--- src/rtl/switch_debouncer_pkg.sv ---
// switch_debouncer_pkg: shared defaults and per-bit action encoding for the switch debouncer
package switch_debouncer_pkg;
  localparam int SW_WIDTH     = 8;
  localparam int SIL_PRESCALE = 1000;
  localparam int SIL_STABLE   = 16;
  localparam int SIM_PRESCALE = 4;
  localparam int SIM_STABLE   = 3;
  typedef enum logic [1:0] {ACT_HOLD, ACT_CLEAR, ACT_COUNT, ACT_FLIP} act_e;
endpackage

--- src/rtl/switch_debouncer_bit.sv ---
// switch_debouncer_bit: one switch - 2-flop synchroniser, integrating debouncer, edge pulses
module switch_debouncer_bit
  import switch_debouncer_pkg::*;
#(
  parameter int   STABLE_TICKS = SIL_STABLE,
  parameter int   STABLE_W     = 5,
  parameter logic RESET_VALUE  = 1'b0
) (
  input  logic int_clock,
  input  logic int_reset,
  input  logic tick,
  input  logic raw,
  output logic level,
  output logic rise,
  output logic fall,
  output logic change_d
);
  logic sync1_q, sync2_q, level_q, level_d, rise_q, rise_d, fall_q, fall_d;
  logic [STABLE_W-1:0] cnt_q, cnt_d;
  act_e act;
  always_comb begin
    act = !tick ? ACT_HOLD :
          sync2_q == level_q ? ACT_CLEAR :
          cnt_q == STABLE_W'(STABLE_TICKS - 1) ? ACT_FLIP : ACT_COUNT;
    cnt_d = act == ACT_COUNT ? cnt_q + STABLE_W'(1) : act == ACT_HOLD ? cnt_q : '0;
    level_d = act == ACT_FLIP ? sync2_q : level_q;
    rise_d = act == ACT_FLIP && sync2_q;
    fall_d = act == ACT_FLIP && !sync2_q;
    change_d = act == ACT_FLIP;
  end
  always_ff @(posedge int_clock or negedge int_reset) begin
    if (!int_reset) begin
      sync1_q <= RESET_VALUE;
      sync2_q <= RESET_VALUE;
      level_q <= RESET_VALUE;
      cnt_q   <= '0;
      rise_q  <= 1'b0;
      fall_q  <= 1'b0;
    end else begin
      sync1_q <= raw;
      sync2_q <= sync1_q;
      level_q <= level_d;
      cnt_q   <= cnt_d;
      rise_q  <= rise_d;
      fall_q  <= fall_d;
    end
  end
  assign level = level_q;
  assign rise  = rise_q;
  assign fall  = fall_q;
endmodule

--- src/rtl/switch_debouncer.sv ---
// switch_debouncer: shared sample-tick prescaler feeding one debouncer per board switch
module switch_debouncer
  import switch_debouncer_pkg::*;
#(
  parameter int               WIDTH        = SW_WIDTH,
  parameter int               PRESCALE     = SIL_PRESCALE,
  parameter int               PRESCALE_W   = 10,
  parameter int               STABLE_TICKS = SIL_STABLE,
  parameter int               STABLE_W     = 5,
  parameter logic [WIDTH-1:0] RESET_VALUE  = '0
) (
  input  logic             int_clock,
  input  logic             int_reset,
  input  logic [WIDTH-1:0] switches_in,
  output logic [WIDTH-1:0] switches_out,
  output logic [WIDTH-1:0] switches_rising,
  output logic [WIDTH-1:0] switches_falling,
  output logic             any_change,
  output logic             sample_tick
);
  logic [PRESCALE_W-1:0] pre_q, pre_d;
  logic tick_q, tick_d, any_q, any_d;
  logic [WIDTH-1:0] change_d;
  // tick_q is registered from the next count so it is high while the count sits at PRESCALE-1
  always_comb begin
    pre_d  = pre_q == PRESCALE_W'(PRESCALE - 1) ? '0 : pre_q + PRESCALE_W'(1);
    tick_d = pre_d == PRESCALE_W'(PRESCALE - 1);
    any_d  = |change_d;
  end
  always_ff @(posedge int_clock or negedge int_reset) begin
    if (!int_reset) begin
      pre_q  <= '0;
      tick_q <= 1'b0;
      any_q  <= 1'b0;
    end else begin
      pre_q  <= pre_d;
      tick_q <= tick_d;
      any_q  <= any_d;
    end
  end
  for (genvar i = 0; i < WIDTH; i++) begin : g_bit
    switch_debouncer_bit #(
      .STABLE_TICKS(STABLE_TICKS),
      .STABLE_W    (STABLE_W),
      .RESET_VALUE (RESET_VALUE[i])
    ) u_bit (
      .int_clock(int_clock),
      .int_reset(int_reset),
      .tick     (tick_q),
      .raw      (switches_in[i]),
      .level    (switches_out[i]),
      .rise     (switches_rising[i]),
      .fall     (switches_falling[i]),
      .change_d (change_d[i])
    );
  end
  assign sample_tick = tick_q;
  assign any_change  = any_q;
endmodule

--- config.mk ---
export PLATFORM = sky130hd
export DESIGN_NAME = switch_debouncer
export DESIGN_NICKNAME = d
export VERILOG_FILES = /design/src/rtl/switch_debouncer_pkg.sv /design/src/rtl/switch_debouncer_bit.sv /design/src/rtl/switch_debouncer.sv
export SDC_FILE = /design/constraint.sdc
export NUM_CORES = 1
export LEC_CHECK = 0
export ABC_CLOCK_PERIOD_IN_PS = 2150
export BUFFER_PORTS_ARGS = -buffer_cell sky130_fd_sc_hd__buf_2
export CELL_PAD_IN_SITES_DETAIL_PLACEMENT = 1
export CELL_PAD_IN_SITES_GLOBAL_PLACEMENT = 1
export CORE_MARGIN = 3
export CORE_UTILIZATION = 48
export DETAILED_ROUTE_END_ITERATION = 7
export PLACE_DENSITY = 0.84
export SLEW_MARGIN = 30
export SYNTH_ARGS = -nofsm -noshare
export SYNTH_HDL_FRONTEND = slang
export SYNTH_SLANG_ARGS = --single-unit
--- constraint.sdc ---
create_clock -name int_clock -period 2.15 [get_ports int_clock]
set_clock_uncertainty 0.05 [all_clocks]
set_input_delay 0.3225 -clock int_clock [delete_from_list [all_inputs] [get_ports int_clock]]
set_output_delay 0.3225 -clock int_clock [all_outputs]
set_load 0.005 [all_outputs]
---- Yosys cells after proc, flatten, opt, wreduce, memory -nomap -nowiden ----
Cells that the tools add are included.
storage, ports and cells
  register bits after elaboration ......... 92
  input port bits ......................... 10
  word-level logic and storage cells ...... 176
cells by class
  reductions and logical operators ........ 33
  muxes and demuxes ....................... 41
  add/sub/neg operators ................... 9
  eq/ne operators ......................... 42
operators by type and width
  operator                                                                  count
  5-bit 2-to-1 mux                                                          16
  5-bit by 1-bit adder with 5-bit output (second input constant)            8
  5-bit by 4-bit equality test with 1-bit output (second input constant)    8
  2-bit equality test (second input constant)                               16
  2-bit 2-to-1 mux                                                          16
  10-bit equality test (second input constant)                              2
  1-bit logical AND                                                         16
  2-bit zero test                                                           8
  2-bit by 1-bit inequality test with 1-bit output (second input constant)  8
  10-bit by 1-bit adder with 10-bit output (second input constant)          1
  10-bit 2-to-1 mux                                                         1
  1-bit equality test                                                       8
  1-bit zero test                                                           8
  1-bit 2-to-1 mux                                                          8
  8-bit OR reduction                                                        1

---- Longest topological paths before layout ----
  word-level depth ........................ 7
  mapped depth ............................ 7
  mapped depth without buffers ............ 7

---- By module ----
Synthesis repeated with hierarchy kept, for this count alone.
second synthesis, totals
  cells, all modules ...................... 331
  area, all modules ....................... 4097.7 um^2
by module, submodules not included
  module                seq. area each (um^2)  instances  area each (um^2)  cells each
  switch_debouncer_bit  250.2                  8          432.9             34
  switch_debouncer      300.3                  1          634.4             59

---- Worst setup path before layout ----
Ideal clock, no wire load.
  kind .................................... flip-flop to flip-flop
  start ................................... register g_bit[1].u_bit.cnt_q[0]
  end ..................................... register g_bit[1].u_bit.cnt_q[3]
  period minus slack after synthesis ...... 1.712 ns
  data arrival time ....................... 1.580 ns
  cell stages (with the launch flop) ...... 8
  slack ................................... 0.438 ns
  library setup time ...................... 0.083 ns
  cell sequence ........................... dfrtp_1 -> ha_1 -> and3_1 -> ha_1 -> inv_1 -> nand3_1 -> or3_1 -> o21ai_0
on the way
  word-level cells in the longest chain between the ends .. 6
ends and longest elaborated chain
  item                                                                                                          RTL line                    text
  start: declaration                                                                                            switch_debouncer_bit.sv:19  logic [STABLE_W-1:0] cnt_q, cnt_d;
  start signal: assignment                                                                                      switch_debouncer_bit.sv:43  cnt_q <= cnt_d;
  5-bit by 4-bit equality test with 1-bit output                                                                switch_debouncer_bit.sv:24  cnt_q == STABLE_W'(STABLE_TICKS - 1) ? ACT_FLIP : ACT_COUNT;
  1-bit 2-to-1 mux                                                                                              switch_debouncer_bit.sv:24
  2-bit 2-to-1 mux                                                                                              switch_debouncer_bit.sv:23  sync2_q == level_q ? ACT_CLEAR :
  2-bit 2-to-1 mux                                                                                              switch_debouncer_bit.sv:22  act = !tick ? ACT_HOLD :
  2-bit equality test / 2-bit zero test (equally long branches)                                                 switch_debouncer_bit.sv:25  cnt_d = act == ACT_COUNT ? cnt_q + STABLE_W'(1) : act == ACT_HOLD ? cnt_q : '0;
  2-bit by 1-bit inequality test with 1-bit output (no source line) / 5-bit 2-to-1 mux (equally long branches)  --
Several ways; a longest one is shown, not always the timed one.
A chain may end at the register's enable or synchronous reset.

---- Worst setup path in the final report ----
  start ................................... register g_bit[7].u_bit.cnt_q[0]
  end ..................................... register g_bit[7].u_bit.cnt_q[3]
on the way
  word-level cells in the longest chain between the ends .. 6
ends and longest elaborated chain
  item                                                                                                          RTL line
  start: declaration                                                                                            switch_debouncer_bit.sv:19
  start signal: assignment                                                                                      switch_debouncer_bit.sv:43
  5-bit by 4-bit equality test with 1-bit output                                                                switch_debouncer_bit.sv:24
  1-bit 2-to-1 mux                                                                                              switch_debouncer_bit.sv:24
  2-bit 2-to-1 mux                                                                                              switch_debouncer_bit.sv:23
  2-bit 2-to-1 mux                                                                                              switch_debouncer_bit.sv:22
  2-bit equality test / 2-bit zero test (equally long branches)                                                 switch_debouncer_bit.sv:25
  2-bit by 1-bit inequality test with 1-bit output (no source line) / 5-bit 2-to-1 mux (equally long branches)  --
Several ways; a longest one is shown, not always the timed one.

==> out/summary.txt <==
Fmax: 507 MHz
RePlAce Congestion: 0.811
buffers added on ports: 35
CP most frequent cell: ha_1
total power: 0.00314 W
Yosys cell types: 39
Place WS: 0.185 ns
worst-margin pin slew: 0.402 ns
largest net degree at the start of global routing: 45
share of flip-flops with an asynchronous set or reset: 100%
Die X: 98.7 µm
gr ovfl total: 0
Setup Viol. Count Final: 0
initial antenna violation count: 0
crit path DAT: 2.20 ns
Syn Inst Count: 358
P&R area growth vs syn: 11.9%
synthesized cell area: 4130 µm²
clock tree sinks: 92
die area: 9740 µm²
peak supply drop: 0.529 mV
final instance area: 4620 µm²
P per Cell Area: 680 nW/µm²
Die Span Y: 98.7 µm
Initial Util: 49.7%
CTS buffer count: 9
Top-Level Pins: 36
Syn Nets: 386
share of cells above drive strength 1: 17.5%
area occupied by multi-input gates: 1480 µm²
row count: 33
Slew HR: 73.1%
FILL cells: 888
WS Path Type: register to register
setup ws final: 0.177 ns
CTS Buffer Depth: 2
vias: 2709
DR vias/cell: 5.43
EDFF count, synth: 0
Setup crit start kind: register
Tmin final: 1.97 ns
Synth Register Bits: 92
Cell Area, Placed: 4300 µm²
CP top delay family: simple AND/OR/NAND/NOR gates
gr usage total: 17.1%
maxcap violations: 0
outcome: completed
residual DRC count: 0
post-DP HPWL: 5.56 mm
crit-path max cell delay: 0.42 ns
CP Max Fanout: 6
CP Capture Type: register
most frequent cells in the layout: 92 x dfrtp_1, 36 x inv_1, 34 x buf_2
final antenna-violating net count: 0
setup_tns: 0 ns
wire length per cell: 15.8 µm
H-tree levels: 3
DRT Wirelength: 7.88 mm
Clk Latency, worst-skew pair: 0.36 ns
CP max-delay cell: dfrtp_1
synthesized area per cell: 11.5 µm²
Tcrit/Tclk final: 91.8%
WP buf/inv: 1
commonest non-fill, non-tap cell in the layout: dfrtp_1
clock root cell: clkbuf_8
CTS tree: yes
vias in the first global route: 2926
Pre-antenna DRT Iters: 4
n_diodes: 0
Top FF cell, synth: dfrtp_1
CP cell instances: ha_1 > and3_1 > ha_1 > inv_1 > nand3_1 > or3_1 > o21ai_0
CP required: 2.38 ns
Fin. Hold Viols: 0
initial drt markers: 56
cts repair resizes: 0
final-stage net count: 417
core footprint: 8300 µm²
first-pass GRT wire length: 13.3 mm
fin util: 55.6%
worst min-delay path category: register to register
register area: 2300 µm²
Final Max Slew Viols: 0
register area share after synthesis: 55.8%
RSZ-0062 raised after global routing: false
Worst-path clk slew: 0.10 ns
Leakage: 2.21 nW
warnings from Yosys: 0
-- sequential cells by signal, indices dropped and copies added (netlist names) --
name / cells
g_bit.u_bit.cnt_q: 40
pre_q: 10
g_bit.u_bit.fall: 8
g_bit.u_bit.level: 8
g_bit.u_bit.rise: 8
g_bit.u_bit.sync1_q: 8
g_bit.u_bit.sync2_q: 8
any_change: 1
sample_tick: 1
-- cells by family (layout without fill, tap and decap cells) --
group	after synthesis	after routing	share of synthesized area, %
buffers and inverters	66	102	8.22
adder cells (fa/ha/maj)	18	18	5.46
multiplexers	16	16	4.13
XOR/XNOR	14	14	2.97
AND/OR/NAND/NOR	89	89	12.9
AO/OA/AOI/OAI	63	63	10.5
flip-flops	92	92	55.8
-- per-stage QoR --
| stage | cells | hold slack [ns] |
|---|---|---|
| after detailed placement | 474 | 0.194 |
| after global placement | 474 | 0.193 |
| after CTS | 495 | 0.000352 |
| after global routing | 499 | 0.316 |
| after floorplan | 358 | -0.0231 |
| final | 499 | 0.304 |
-- worst reg2reg max path: cells and delay by family, from the launching register on --
family | cells | cell delay, ns
DFF | 1 | 0.42
AOI/OAI and AO/OA | 1 | 0.09
adders and majority gates | 2 | 0.45
and+or+nand+nor | 3 | 0.80
buffers and inverters | 1 | 0.09
-- metal layers --
layer  part of all wire [%]  up-vias  track usage [%]  routed length, µm
li1                       -     1290                -                  -
met1                     42     1380             19.5               3280
met2                     54       28             30.3               4260
met3                    2.7       11             4.95                209
met4                    1.8        0             6.20                139
met5                      0        -                0                  0
-- timing repair --
| item | in CTS | in global routing |
|---|---|---|
| buffers inserted | 0 | 0 |
| endpoints found under the hold margin | 26 | 4 |
| hold buffers | 5 | 4 |
-- synth_stat cells, types with 9 or more instances --
cell        n  area (µm²)
nor3b_1    24         180
xor2_1     11        96.3
nand3_1    18        90.1
o2bb2ai_1   9        78.8
inv_1      36         135
buf_4      24         180
o21ai_0    15        75.1
o22ai_1     9        56.3
nand2_1    14        52.6
ha_1       18         225
or3_1       9        56.3
dfrtp_1    92        2300
-- worst paths after layout --
kind                                    startpoint                 endpoint  slack [ns]  cells after the start
setup / recovery           g_bit[7].u_bit.cnt_q[0]  g_bit[7].u_bit.cnt_q[3]        0.18                      7
hold / removal              g_bit[6].u_bit.sync1_q   g_bit[6].u_bit.sync2_q        0.30                      0
setup reg to reg           g_bit[7].u_bit.cnt_q[0]  g_bit[7].u_bit.cnt_q[3]        0.18                      7
hold reg to reg             g_bit[6].u_bit.sync1_q   g_bit[6].u_bit.sync2_q        0.30                      0
max in group asynchronous                int_reset                 pre_q[9]        1.05                      3
min in group asynchronous                int_reset     g_bit[6].u_bit.level        0.35                      2
-- cell type report --
class,instances,share of cell area [%]
Sequential cell,92,49.9
Multi-Input combinational cell,200,32.1
Timing Repair Buffer,49,7.16
Inverter,37,3.01
Clock buffer,10,2.98
Tap cell,105,2.85
Clock inverter,6,1.98
-- power breakdown --
part           switching [W]  total (W)  leakage, nW  internal [W]
sequential         0.0000104    0.00175         1.23       0.00174
clock               0.000614    0.00131        0.118      0.000697
combinational      0.0000449  0.0000718        0.862     0.0000269
total               0.000670    0.00314         2.21       0.00247
Power figures use the tool's default switching activity.
